File: src/rtl/aud_rec_pkg.sv
// Shared types and helpers for the multi-mode I2S recorder.
// Holds the FSM state encoding, the capture-mode codes and the channel filter.
package aud_rec_pkg;

  typedef enum logic [1:0] {
    S_IDLE  = 2'd0,
    S_ARMED = 2'd1,
    S_SHIFT = 2'd2,
    S_WRITE = 2'd3
  } state_t;

  localparam logic [1:0] MODE_LEFT   = 2'd0;
  localparam logic [1:0] MODE_RIGHT  = 2'd1;
  localparam logic [1:0] MODE_STEREO = 2'd2;

  // chan: 1 = left slot, 0 = right slot. The reserved mode code behaves as left.
  function automatic logic chan_selected(input logic [1:0] mode, input logic chan);
    case (mode)
      MODE_RIGHT:  return !chan;
      MODE_STEREO: return 1'b1;
      default:     return chan;
    endcase
  endfunction

endpackage

File: src/rtl/aud_i2s_deser.sv
// Free-running I2S deserialiser: LRCK edge detect, per-slot bit counter and shift register.
// Any LRCK edge restarts the count, so a short slot never reaches word_valid.
module aud_i2s_deser #(
  parameter int DATA_W = 16
) (
  input  logic              i_clk,
  input  logic              i_rst_n,
  input  logic              i_lrc,
  input  logic              i_data,
  output logic              lrc_q,
  output logic              lrc_edge,
  output logic              edge_chan,
  output logic              word_valid,
  output logic [DATA_W-1:0] word
);

  localparam int CNT_W = $clog2(DATA_W + 1);

  logic [CNT_W-1:0]  bit_cnt;
  logic [DATA_W-1:0] shift_q;

  assign lrc_edge   = (i_lrc != lrc_q);
  assign edge_chan  = i_lrc;
  // The last bit of a slot is taken straight from the pin so the word is ready on that edge.
  assign word_valid = (bit_cnt == CNT_W'(DATA_W - 1));
  assign word       = {shift_q[DATA_W-2:0], i_data};

  always_ff @(posedge i_clk or negedge i_rst_n) begin
    if (!i_rst_n) begin
      lrc_q   <= 1'b0;
      bit_cnt <= '0;
      shift_q <= '0;
    end else begin
      lrc_q   <= i_lrc;
      shift_q <= {shift_q[DATA_W-2:0], i_data};
      if (lrc_edge) begin
        bit_cnt <= '0;
      end else if (bit_cnt != CNT_W'(DATA_W)) begin
        bit_cnt <= bit_cnt + CNT_W'(1);
      end
    end
  end

endmodule

File: src/rtl/aud_rec_i2s_multi.sv
// I2S recorder: captures left, right or interleaved stereo words and writes them to SRAM.
// The FSM owns addressing, the full limit, stop and pause; the deserialiser owns bit timing.
module aud_rec_i2s_multi
  import aud_rec_pkg::*;
#(
  parameter int                DATA_W   = 16,
  parameter int                ADDR_W   = 20,
  parameter logic [ADDR_W-1:0] MAX_ADDR = {ADDR_W{1'b1}}
) (
  input  logic              i_clk,
  input  logic              i_rst_n,
  input  logic              i_lrc,
  input  logic              i_data,
  input  logic              i_start,
  input  logic              i_pause,
  input  logic              i_stop,
  input  logic [1:0]        i_mode,
  output logic [ADDR_W-1:0] o_address,
  output logic [DATA_W-1:0] o_data,
  output logic              o_wr_en,
  output logic              o_chan,
  output logic              o_busy,
  output logic              o_full
);

  state_t            state;
  logic [1:0]        mode_q;
  logic              stop_pend;
  logic              pend_shift;
  logic              lrc_q;
  logic              lrc_edge;
  logic              edge_chan;
  logic              word_valid;
  logic [DATA_W-1:0] word;
  logic              edge_go;
  logic              stop_now;

  aud_i2s_deser #(.DATA_W(DATA_W)) u_deser (
    .i_clk      (i_clk),
    .i_rst_n    (i_rst_n),
    .i_lrc      (i_lrc),
    .i_data     (i_data),
    .lrc_q      (lrc_q),
    .lrc_edge   (lrc_edge),
    .edge_chan  (edge_chan),
    .word_valid (word_valid),
    .word       (word)
  );

  assign edge_go  = lrc_edge && chan_selected(mode_q, edge_chan) && !i_pause;
  assign stop_now = i_stop || stop_pend;
  assign o_busy   = (state != S_IDLE);

  always_ff @(posedge i_clk or negedge i_rst_n) begin
    if (!i_rst_n) begin
      state      <= S_IDLE;
      mode_q     <= MODE_LEFT;
      stop_pend  <= 1'b0;
      pend_shift <= 1'b0;
      o_address  <= '0;
      o_data     <= '0;
      o_wr_en    <= 1'b0;
      o_chan     <= 1'b0;
      o_full     <= 1'b0;
    end else begin
      case (state)
        S_IDLE: begin
          if (i_start) begin
            o_address  <= '0;
            o_full     <= 1'b0;
            stop_pend  <= 1'b0;
            pend_shift <= 1'b0;
            mode_q     <= i_mode;
            state      <= S_ARMED;
          end
        end
        S_ARMED: begin
          if (i_stop) begin
            state <= S_IDLE;
          end else if (edge_go) begin
            state <= S_SHIFT;
          end
        end
        S_SHIFT: begin
          if (i_stop) begin
            stop_pend <= 1'b1;
          end
          if (word_valid) begin
            // An edge on the completing bit opens the next slot; remember whether it qualifies.
            o_data     <= word;
            o_chan     <= lrc_q;
            o_wr_en    <= 1'b1;
            pend_shift <= edge_go;
            state      <= S_WRITE;
          end else if (lrc_edge) begin
            if (stop_now) begin
              state <= S_IDLE;
            end else if (!edge_go) begin
              state <= S_ARMED;
            end
          end
        end
        S_WRITE: begin
          o_wr_en   <= 1'b0;
          o_address <= o_address + ADDR_W'(1);
          if (o_address == MAX_ADDR) begin
            o_full <= 1'b1;
            state  <= S_IDLE;
          end else if (stop_now) begin
            state <= S_IDLE;
          end else if (lrc_edge) begin
            state <= edge_go ? S_SHIFT : S_ARMED;
          end else begin
            state <= pend_shift ? S_SHIFT : S_ARMED;
          end
        end
        default: state <= S_IDLE;
      endcase
    end
  end

endmodule
File: config.mk
export PLATFORM = sky130hd
export DESIGN_NAME = aud_rec_i2s_multi
export DESIGN_NICKNAME = d
export VERILOG_FILES = /design/src/rtl/aud_rec_pkg.sv /design/src/rtl/aud_i2s_deser.sv /design/src/rtl/aud_rec_i2s_multi.sv
export SDC_FILE = /design/constraint.sdc
export NUM_CORES = 1
export LEC_CHECK = 0
export CAP_MARGIN = 20
export CORE_ASPECT_RATIO = 0.6
export CORE_MARGIN = 4
export CORE_UTILIZATION = 56
export DETAILED_ROUTE_END_ITERATION = 8
export PLACE_DENSITY_LB_ADDON = 0.1
export RECOVER_POWER = 50
export SYNTH_ARGS = -nofsm -noshare
export SYNTH_HDL_FRONTEND = slang
export SYNTH_HIERARCHICAL = 1
export SYNTH_SLANG_ARGS = --single-unit
File: constraint.sdc
create_clock -name i_clk -period 5.4 [get_ports i_clk]
set_input_delay 0.81 -clock i_clk [delete_from_list [all_inputs] [get_ports i_clk]]
set_output_delay 0.81 -clock i_clk [all_outputs]
set_load 0.005 [all_outputs]
==> results of run 1 <==
-- area by class of cell --
cell class | instances | share of cell area [%]
inverter | 10 | 1.05
tap | 63 | 2.21
timing repair buffer | 49 | 13.5
sequential | 66 | 46.2
clock buffer | 11 | 3.68
multi-input combinational | 155 | 30.4
clock inverter | 5 | 2.87
-- power by group --
part / switching (W) / internal (W)
Clock: 0.000186 / 0.000306
Combinational: 0.000105 / 0.0000795
Sequential: 0.0000437 / 0.000526
Total: 0.000335 / 0.000912
-- stage by stage --
stage	area, µm²	setup WS, ns	util, %	hold slack (ns)
3_3_place_gp	3340	2.65	70.6	0.355
6_report	3570	2.76	75.5	0.370
5_1_grt	3570	2.58	75.5	0.380
4_1_cts	3570	2.80	75.5	0.373
3_5_place_dp	3340	2.51	70.6	0.356
2_1_floorplan	2830	3.37	-	0.349
-- sequential cells by signal, indices dropped and copies added, names as in the netlist, 2 cells and up --
register and count:
u_deser/bit_cnt 5, o_data 16, state 2, u_deser/shift_q 15, o_address 20, mode_q 2
-- cell usage after synthesis, drive strengths merged --
cell,number,area [µm²]
or3,1,6.26
ha,6,75.1
nand3,8,40.0
inv,10,37.5
nand4,5,31.3
o32a,1,10.0
nor3,3,15.0
buf,7,52.5
o31ai,5,42.5
mux2i,11,110
nor2,12,45.0
a21oi,6,30.0
nor2b,2,12.5
clkbuf,1,3.75
and2,3,21.3
o211ai,2,15.0
mux2,19,214
xnor2,2,17.5
o21ai,15,75.1
and4,6,60.1
nor3b,3,22.5
or2,1,6.26
a31oi,2,12.5
xor2,2,17.5
nand2,28,105
nand2b,2,12.5
o311ai,1,16.3
dfrtp,66,1650
and4bb,1,16.3
a2111oi,1,8.76
a21o,1,7.51
nor4,1,6.26
nand4b,1,8.76
and3,4,26.3
-- cell families (layout without fill, tap and decap cells) --
kind of cell | after synthesis | after routing
AO/OA/AOI/OAI | 34 | 34
XOR/XNOR | 4 | 4
adder cells (fa/ha/maj) | 6 | 6
buffers and inverters | 18 | 75
flip-flops | 66 | 66
multiplexers | 30 | 30
AND/OR/NAND/NOR | 81 | 81
-- final timing paths --
kind | endpoint | cells past startpoint
worst min register to register | u_deser/shift_q[1] | 0
min in group asynchronous | u_deser/bit_cnt[3] | 2
max in group asynchronous | state[1] | 2
worst max register to register | state[0] | 7
worst min-delay path | u_deser/shift_q[1] | 0
worst max-delay path | state[1] | 7
-- layer usage --
| metal | vias to the layer above | part of all wire, % | global-route usage, % |
|---|---|---|---|
| li1 | 946 | - | - |
| met1 | 948 | 48 | 30.6 |
| met2 | 56 | 43 | 29.2 |
| met3 | 7 | 7.3 | 6.95 |
| met4 | 0 | 1.0 | 5.62 |
| met5 | - | 0 | 0 |
-- worst max-delay path: stages --
cell	delay, ns
dlygate4sd3_1	0.60
xor2_1	0.46
nor2b_1	0.23
o311ai_2	0.19
o31ai_1	0.28
a2111oi_0	0.15
a21oi_1	0.18
==> summary.txt, run 1 <==
===============================================================================
Placed cells                                                                343
Total of max-cap violations                                                   0
Result of the run                                                  finished clean
Critical path data arrival time                                         2.90 ns
Ratio of routed vias to standard cells                                     5.45
Mapped Cells                                                                239
Global placer's final weighted congestion                                 0.816
Launch instance of the worst register-to-register path             u_deser/bit_cnt[1]
DRC                                                                           0
# Post-CTS Setup Buffers                                                      0
Pins over their slew limit                                                    0
Area of the multi-input gates                                          1090 µm²
Slew HR                                                                   39.8%
Number of global-route vias before repair                                  1999
Top fanout value on the critical path                                         7
Routed WL per cell                                                      16.1 µm
Period utilization                                                        48.9%
Grt ovf                                                                       0
Syn_area_per_cell                                                      11.9 µm²
Final WL                                                                5.77 mm
Type of the tightest min-delay check                                    reg2reg
Net total in the final layout                                               306
Hold bufs inserted after CTS                                                  0
First-pass detailed-route iteration total                                     4
Main combinational cell family by area after synthesis             simple AND/OR/NAND/NOR gates
CTS root buf                                                           clkbuf_8
Placeable core area                                                    4730 µm²
Worst-path clk slew                                                     0.07 ns
Fraction of layout instances using a drive strength above 1               14.5%
Total I/O pin count                                                          49
Insertion delay to the later sink of the worst-skew pair                0.34 ns
Least-Margin Pin Slew                                                  0.903 ns
Number of endpoints with negative hold slack in the final report              0
Via count of the routed design                                             1957
Number of levels the H-tree was split into                                    3
Antenna violations before repair                                              0
Area of the die                                                        6300 µm²
DP HPWL                                                                 3.83 mm
Sum of negative setup slack                                                0 ns
Cell Rows                                                                    19
Count of buffers inserted at the top-level ports                             48
Capturing element type of the critical path                                flop
Syn nets                                                                    254
Initial DRC Count                                                           126
Post-synthesis sequential area ratio                                      58.3%
Most common cell after layout, fill and taps aside                      dfrtp_1
Count of instances resized after the clock tree is built                      0
Pwr Density                                                          349 nW/µm²
Class of the most critical setup path                                    in2reg
Leak Pwr                                                                1.63 nW
Top achievable clock speed                                              379 MHz
Synthesized flop and latch total                                             66
Total chip power                                                      0.00125 W
Overall global routing resource usage                                     20.7%
Xor/xnor share of the synthesized area                                    1.24%
Antenna diodes                                                                0
Number of standard cells in the final layout excluding fillers              359
Width of the chip                                                       99.8 µm
Maximum clock skew at final layout                                   0.00644 ns
Worst Min Path Start                                               u_deser/shift_q[0]
Clock period minus final worst setup slack                              2.64 ns
Highest ir drop seen on vdd                                            0.218 mV
CTS tree                                                                  built
Detail Route Antenna Nets                                                     0
Sequential cell area in the final layout                               1650 µm²
Reg2reg setup slack                                                     2.79 ns
Startpoint of the most critical setup path                                i_lrc
Count of synthesis-stage warnings from yosys                                  6
Initial standard-cell utilization of the core                             59.9%
CTS max path bufs                                                             2
Count of cell types in the netlist                                           41
Total clock buffers created by CTS                                            9
Floorplan die height                                                    63.1 µm
Count of filler cells inserted in the layout                                317
Post-synthesis compound-gate area fraction                                7.69%
Sinks on Clock Net                                                           66
Area overhead of the layout relative to synthesis                         26.1%
Required time of the worst setup path                                   5.66 ns
Pin count of the biggest net entering global routing                         67
Post-synthesis simple-gate area fraction                                  15.4%
CP Launch Type                                                       input port
Wire length of the first global-routing pass                            10.1 mm
Setup repair after global routing missed its margin                       false
Synth Area in Adders                                                      2.65%
Cell area after synthesis                                              2830 µm²
Commonest non-fill, non-tap cells in the layout                    66 x dfrtp_1, 44 x clkdlybuf4s50_1, 28 x nand2_1, 19 x mux2_2, 14 x o21ai_0
Share of cell area taken by muxes after synthesis                         11.4%
Number of setup violations in the final report                                0
===============================================================================
No activity file was read; power rests on OpenSTA's default activity.
==> run 2: changes to the inputs <==
--- a/config.mk
+++ b/config.mk
@@ -8,7 +8,7 @@
 export CAP_MARGIN = 20
 export CORE_ASPECT_RATIO = 0.6
 export CORE_MARGIN = 4
-export CORE_UTILIZATION = 56
+export CORE_UTILIZATION = 52
 export DETAILED_ROUTE_END_ITERATION = 8
 export PLACE_DENSITY_LB_ADDON = 0.1
 export RECOVER_POWER = 50
==> constraint.sdc (replaced) <==
create_clock -name i_clk -period 2.45 [get_ports i_clk]
set_input_delay 0.3675 -clock i_clk [delete_from_list [all_inputs] [get_ports i_clk]]
set_output_delay 0.3675 -clock i_clk [all_outputs]
set_load 0.005 [all_outputs]
==> run 2 against run 1 <==
Via count down 0.10%. Sequential share of layout area shrank 0.34 points. Non-clock buffer count up 3. Register-to-register slack got worse by 2.4 ns. Count of clock-buffer cells in the layout decreased by 1. Routed wire length down 0.78%. Design area rose by 0.74%. Global-route usage decreased by 1.3 points. Hold slack worse by 0.0021 ns. Clock skew up 0.0031 ns. Largest cell class unchanged.
==> summary.txt, run 2 (same netlist as run 1, synthesis figures left out) <==
===============================================================================
Total chip power                                                      0.00267 W
Busiest grt layer                                                          met2
Final worst slack                                                      0.414 ns
Number of global-route vias before repair                                  2050
Worst reg2reg endpoint                                               o_data[15]
Detail Route Antenna Nets                                                     0
Maximum clock skew at final layout                                   0.00955 ns
Critical path data arrival time                                         2.26 ns
CTS root buf                                                           clkbuf_8
Required time of the worst setup path                                   2.67 ns
Routed WL per cell                                                      15.7 µm
Worst slack after detailed placement                                   0.309 ns
Final WL                                                                5.72 mm
Least-Margin Pin Slew                                                   1.18 ns
DP HPWL                                                                 3.96 mm
Grt ovf                                                                       0
Hold worst-path end                                                u_deser/shift_q[2]
Cell Rows                                                                    20
Clock period minus final worst setup slack                              2.04 ns
Slew HR                                                                   21.5%
Path depth of the worst reg2reg path                                          6
Reg2reg setup slack                                                     0.41 ns
Pwr Density                                                          742 nW/µm²
Antenna diodes                                                                0
Insertion delay to the later sink of the worst-skew pair                0.34 ns
CTS tree                                                                  built
Net total in the final layout                                               309
Launch instance of the worst register-to-register path             u_deser/bit_cnt[1]
Highest ir drop seen on vdd                                            0.432 mV
Floorplan die height                                                    65.2 µm
Fraction of layout instances using a drive strength above 1               14.7%
Total of max-cap violations                                                   0
Global placer's final weighted congestion                                 0.823
Most flops, register                                                  o_address
Sum of negative setup slack                                                0 ns
Via count of the routed design                                             1955
Top fanout value on the critical path                                        18
Top achievable clock speed                                              491 MHz
Pin count of the biggest net entering global routing                         48
Initial standard-cell utilization of the core                             55.0%
Antenna violations before repair                                              0
CP Launch Type                                                             flop
Class of the most critical setup path                                   reg2reg
CTS max path bufs                                                             2
Result of the run                                                  finished clean
Placeable core area                                                    5150 µm²
Type of the tightest min-delay check                                    reg2reg
Width of the chip                                                        103 µm
Sinks on Clock Net                                                           66
Area overhead of the layout relative to synthesis                         27.0%
Number of endpoints with negative hold slack in the final report              0
Number of levels the H-tree was split into                                    3
Total I/O pin count                                                          49
Number of setup violations in the final report                                0
Worst Min Path Start                                               u_deser/shift_q[1]
Placed cells                                                                348
Leak Pwr                                                                1.64 nW
Utilization after layout                                                  69.8%
Largest register FFs                                                         20
Area of the die                                                        6730 µm²
Period utilization                                                        83.1%
Worst-path clk slew                                                     0.07 ns
GR Util met2                                                              28.2%
Met3 track demand over resource in global routing                         7.74%
Number of standard cells in the final layout excluding fillers              365
Count of buffers inserted at the top-level ports                             48
Capturing element type of the critical path                                flop
Count of instances resized after the clock tree is built                      0
Hold Path Depth                                                               0
Largest registers                                                  o_address: 20 flops, o_data: 16 flops, u_deser/shift_q: 15 flops
Wire length of the first global-routing pass                            9.93 mm
Most common cell after layout, fill and taps aside                      dfrtp_1
DRC                                                                           0
Pins over their slew limit                                                    0
Ratio of routed vias to standard cells                                     5.36
Grt met1 use                                                              27.5%
Overall global routing resource usage                                     19.4%
First-pass detailed-route iteration total                                     4
Total clock buffers created by CTS                                            9
Setup repair after global routing missed its margin                       false
Commonest non-fill, non-tap cells in the layout                    66 x dfrtp_1, 45 x clkdlybuf4s50_1, 28 x nand2_1, 19 x mux2_2, 14 x o21ai_0
Initial DRC Count                                                            79
===============================================================================
[run 2: changes by cell type in the layout (fill, tap and decap cells not counted), sizes merged]
| cell | before | now |
|---|---|---|
| clkdlybuf4s50 | 44 | 45 |
| clkbuf | 11 | 12 |
| bufinv | 3 | 2 |
| clkinv | 1 | 3 |
[run 2: worst max path at each step]
stage | from | end | slack (ns)
after floorplan | u_deser/bit_cnt[1] | o_data[10] | 0.51
after global placement | i_lrc | state[0] | 0.37
after detailed placement | i_lrc | state[0] | 0.31
after CTS | u_deser/bit_cnt[1] | o_data[15] | 0.43
after global routing | mode_q[0] | state[1] | 0.20
final | u_deser/bit_cnt[1] | o_data[15] | 0.41
[run 2: layout make-up]
type / count / area, µm²
clock inverters: 6 / 90.1
well taps: 66 / 82.6
repair buffers: 52 / 515
flip-flops and latches: 66 / 1650
multi-input cells: 155 / 1080
fillers: 397 / 1560
clock buffers: 10 / 138
inverters: 10 / 37.5
[run 2: timing repair]
item                                    CTS  global route
endpoints found under the setup margin    0             0
setup buffers                             0             0
hold buffers                              1             0
endpoints found under the hold margin    19             0
[run 2: per-stage QoR]
step | hold WS (ns) | area (µm²)
3_3_place_gp | 0.353 | 3370
3_5_place_dp | 0.355 | 3370
6_report | 0.368 | 3600
2_1_floorplan | 0.0719 | 2830
4_1_cts | 0.371 | 3610
5_1_grt | 0.378 | 3600
[run 2: per-layer routing]
metal  vias to the layer above  share of wire, %
li1                        958                 -
met1                       952                50
met2                        40                44
met3                         5               4.7
met4                         0              0.89
met5                         -                 0
[run 2: power breakdown]
part	total, W	leakage (nW)	switching [W]	internal, W
clock	0.00102	0.112	0.000415	0.000602
combinational	0.000403	0.657	0.000223	0.000180
sequential	0.00125	0.874	0.0000906	0.00116
[run 2: critical path, cell delays in order, from the launching register on]
cell and delay [ns]:
dfrtp_1 0.40, ha_1 0.20, and3_2 0.19, ha_1 0.25, and3_1 0.23, buf_4 0.29, mux2_2 0.37
==> run 3: changes to the inputs <==
--- a/config.mk
+++ b/config.mk
@@ -8,7 +8,7 @@
 export CAP_MARGIN = 20
 export CORE_ASPECT_RATIO = 0.6
 export CORE_MARGIN = 4
-export CORE_UTILIZATION = 52
+export CORE_UTILIZATION = 47
 export DETAILED_ROUTE_END_ITERATION = 8
 export PLACE_DENSITY_LB_ADDON = 0.1
 export RECOVER_POWER = 50
==> constraint.sdc (replaced) <==
create_clock -name i_clk -period 1.8 [get_ports i_clk]
set_input_delay 0.27 -clock i_clk [delete_from_list [all_inputs] [get_ports i_clk]]
set_output_delay 0.27 -clock i_clk [all_outputs]
set_load 0.005 [all_outputs]
==> run 3 against run 2 <==
The run now ends with negative setup slack left. Final cell count is 9.0% higher. Critical path depth increased by 1. Global-route usage fell by 2.6 points. Routed wire length down 1.3%. Die area grew 9.6%. Largest cell class unchanged. Fmax grew 12%. Design area is 7.2% higher.
==> summary.txt, run 3 (same netlist as run 1, synthesis figures left out) <==
===============================================================================
Number of endpoints with negative hold slack in the final report              0
Largest registers                                                  o_address: 20 flops, o_data: 16 flops, u_deser/shift_q: 15 flops
Number of standard cells in the final layout excluding fillers              398
Class of the most critical setup path                                   reg2reg
Critical path data arrival time                                         2.07 ns
Total of max-cap violations                                                   0
Violated checks                                                    negative setup slack
Clock period minus final worst setup slack                              1.82 ns
Final WL                                                                5.65 mm
Share of total power in sequential cells                                  42.6%
Int Power                                                             0.00286 W
Pin count of the biggest net entering global routing                         32
Share of power burned in the clock network                                37.7%
Placed cells                                                                378
Worst Min Path Start                                               u_deser/shift_q[4]
Tightest hold margin                                                   0.368 ns
Most common cell after layout, fill and taps aside                      dfrtp_1
Setup repair after global routing missed its margin                        true
Sum of negative setup slack                                          -0.0152 ns
First-pass detailed-route iteration total                                     4
Startpoint of the most critical setup path                         u_deser/bit_cnt[1]
Max stage delay cell, worst path                                        dfrtp_1
Worst-path clk slew                                                     0.07 ns
CTS max path bufs                                                             2
Via count of the routed design                                             2038
DRC                                                                           0
Worst slack after detailed placement                                  -0.226 ns
Placeable core area                                                    5700 µm²
Sinks on Clock Net                                                           66
Top cell family by delay on the critical path                      compound AO/OA/AOI/OAI gates
Cells along the critical path                                      ha_2 > and3_2 > ha_4 > and3_4 > o21ai_0 > o32a_1 > o31ai_2
Ratio of routed vias to standard cells                                     5.12
Top achievable clock speed                                              551 MHz
Number of setup violations in the final report                                1
Total chip power                                                      0.00393 W
Pwr Density                                                         1020 nW/µm²
Area of the die                                                        7370 µm²
Cell Rows                                                                    21
DP HPWL                                                                 4.04 mm
Routed WL per cell                                                      14.2 µm
Global placer's final weighted congestion                                 0.828
Area overhead of the layout relative to synthesis                         36.2%
Number of global-route vias before repair                                  1954
Fraction of power spent switching nets                                    27.2%
Max stage delay on crit path                                            0.36 ns
Pins over their slew limit                                                    0
Top fanout value on the critical path                                         5
CTS tree                                                                  built
Final worst slack                                                    -0.0152 ns
Capturing element type of the critical path                                flop
Total I/O pin count                                                          49
Commonest non-fill, non-tap cells in the layout                    66 x dfrtp_1, 46 x clkdlybuf4s50_1, 27 x nand2_1, 19 x mux2_2, 19 x buf_4
Number of levels the H-tree was split into                                    3
Insertion delay to the later sink of the worst-skew pair                0.34 ns
Total clock buffers created by CTS                                            9
Overall global routing resource usage                                     16.8%
Period utilization                                                         101%
Net total in the final layout                                               328
Required time of the worst setup path                                   2.05 ns
Highest ir drop seen on vdd                                            0.688 mV
Antenna violations before repair                                              0
Fraction of layout instances using a drive strength above 1               23.3%
Count of buffers inserted at the top-level ports                             48
Leak Pwr                                                                1.75 nW
Antenna diodes                                                                0
Initial standard-cell utilization of the core                             49.7%
Result of the run                                                  finished with violations
Wire length of the first global-routing pass                            9.47 mm
Maximum clock skew at final layout                                   0.00485 ns
Least-Margin Pin Slew                                                   1.08 ns
Initial DRC Count                                                           107
CP Launch Type                                                             flop
Buffers and inverters on the worst path                                       0
Largest register FFs                                                         20
Floorplan die height                                                    68.1 µm
Width of the chip                                                        108 µm
Net Sw Power                                                          0.00107 W
Most flops, register                                                  o_address
Detail Route Antenna Nets                                                     0
Slew HR                                                                   28.0%
Launch instance of the worst register-to-register path             u_deser/bit_cnt[1]
Type of the tightest min-delay check                                    reg2reg
Grt ovf                                                                       0
CTS root buf                                                           clkbuf_8
Power share of the combinational group                                    19.7%
===============================================================================
run 3: what timing repair did:
| action | in CTS | in global routing |
|---|---|---|
| hold endpoints to repair | 18 | 0 |
| gates resized for setup | 1 | 8 |
| hold buffers | 1 | 0 |
| pin swaps | 4 | 3 |
| buffers inserted | 2 | 1 |
| setup endpoints to repair | 2 | 8 |
run 3: path summary, 6_finish.rpt:
kind	depth (start not counted)	end	slack (ns)
min in group asynchronous	2	o_data[13]	0.64
setup reg to reg	7	state[0]	-0.02
setup / recovery	7	state[0]	-0.02
max in group asynchronous	3	o_address[18]	0.22
hold reg to reg	0	u_deser/shift_q[5]	0.37
hold / removal	0	u_deser/shift_q[5]	0.37
run 3: area by class of cell:
| cell class | count | area, µm² |
|---|---|---|
| flip-flops and latches | 66 | 1650 |
| repair buffers | 71 | 674 |
| multi-input cells | 155 | 1150 |
| clock buffers | 9 | 124 |
| well taps | 80 | 100 |
| clock inverters | 7 | 118 |
| inverters | 10 | 37.5 |
| fillers | 434 | 1840 |
run 3: per-stage QoR:
step	utilization, %	cell area [µm²]
2_1_floorplan	-	2870
3_3_place_gp	62.2	3550
3_5_place_dp	62.2	3550
4_1_cts	66.9	3810
5_1_grt	67.7	3860
6_report	67.7	3860
run 3: per-layer routing:
metal	wire length [µm]	vias to the layer above	share of wire [%]	track usage [%]
met5	0	-	0	0
met4	10	0	0.18	3.31
met3	447	3	7.9	6.88
met2	2280	64	40	22.6
met1	2910	973	52	25.2
li1	-	998	-	-
run 3: power groups by stage:
stage | clock [W] | sequential, W | combinational (W)
2_1_floorplan | 0 | 0.00167 | 0.000441
3_3_place_gp | 0 | 0.00169 | 0.000687
3_5_place_dp | 0 | 0.00170 | 0.000693
4_1_cts | 0.00152 | 0.00167 | 0.000711
5_1_grt | 0.00160 | 0.00169 | 0.000851
6_report | 0.00148 | 0.00167 | 0.000774
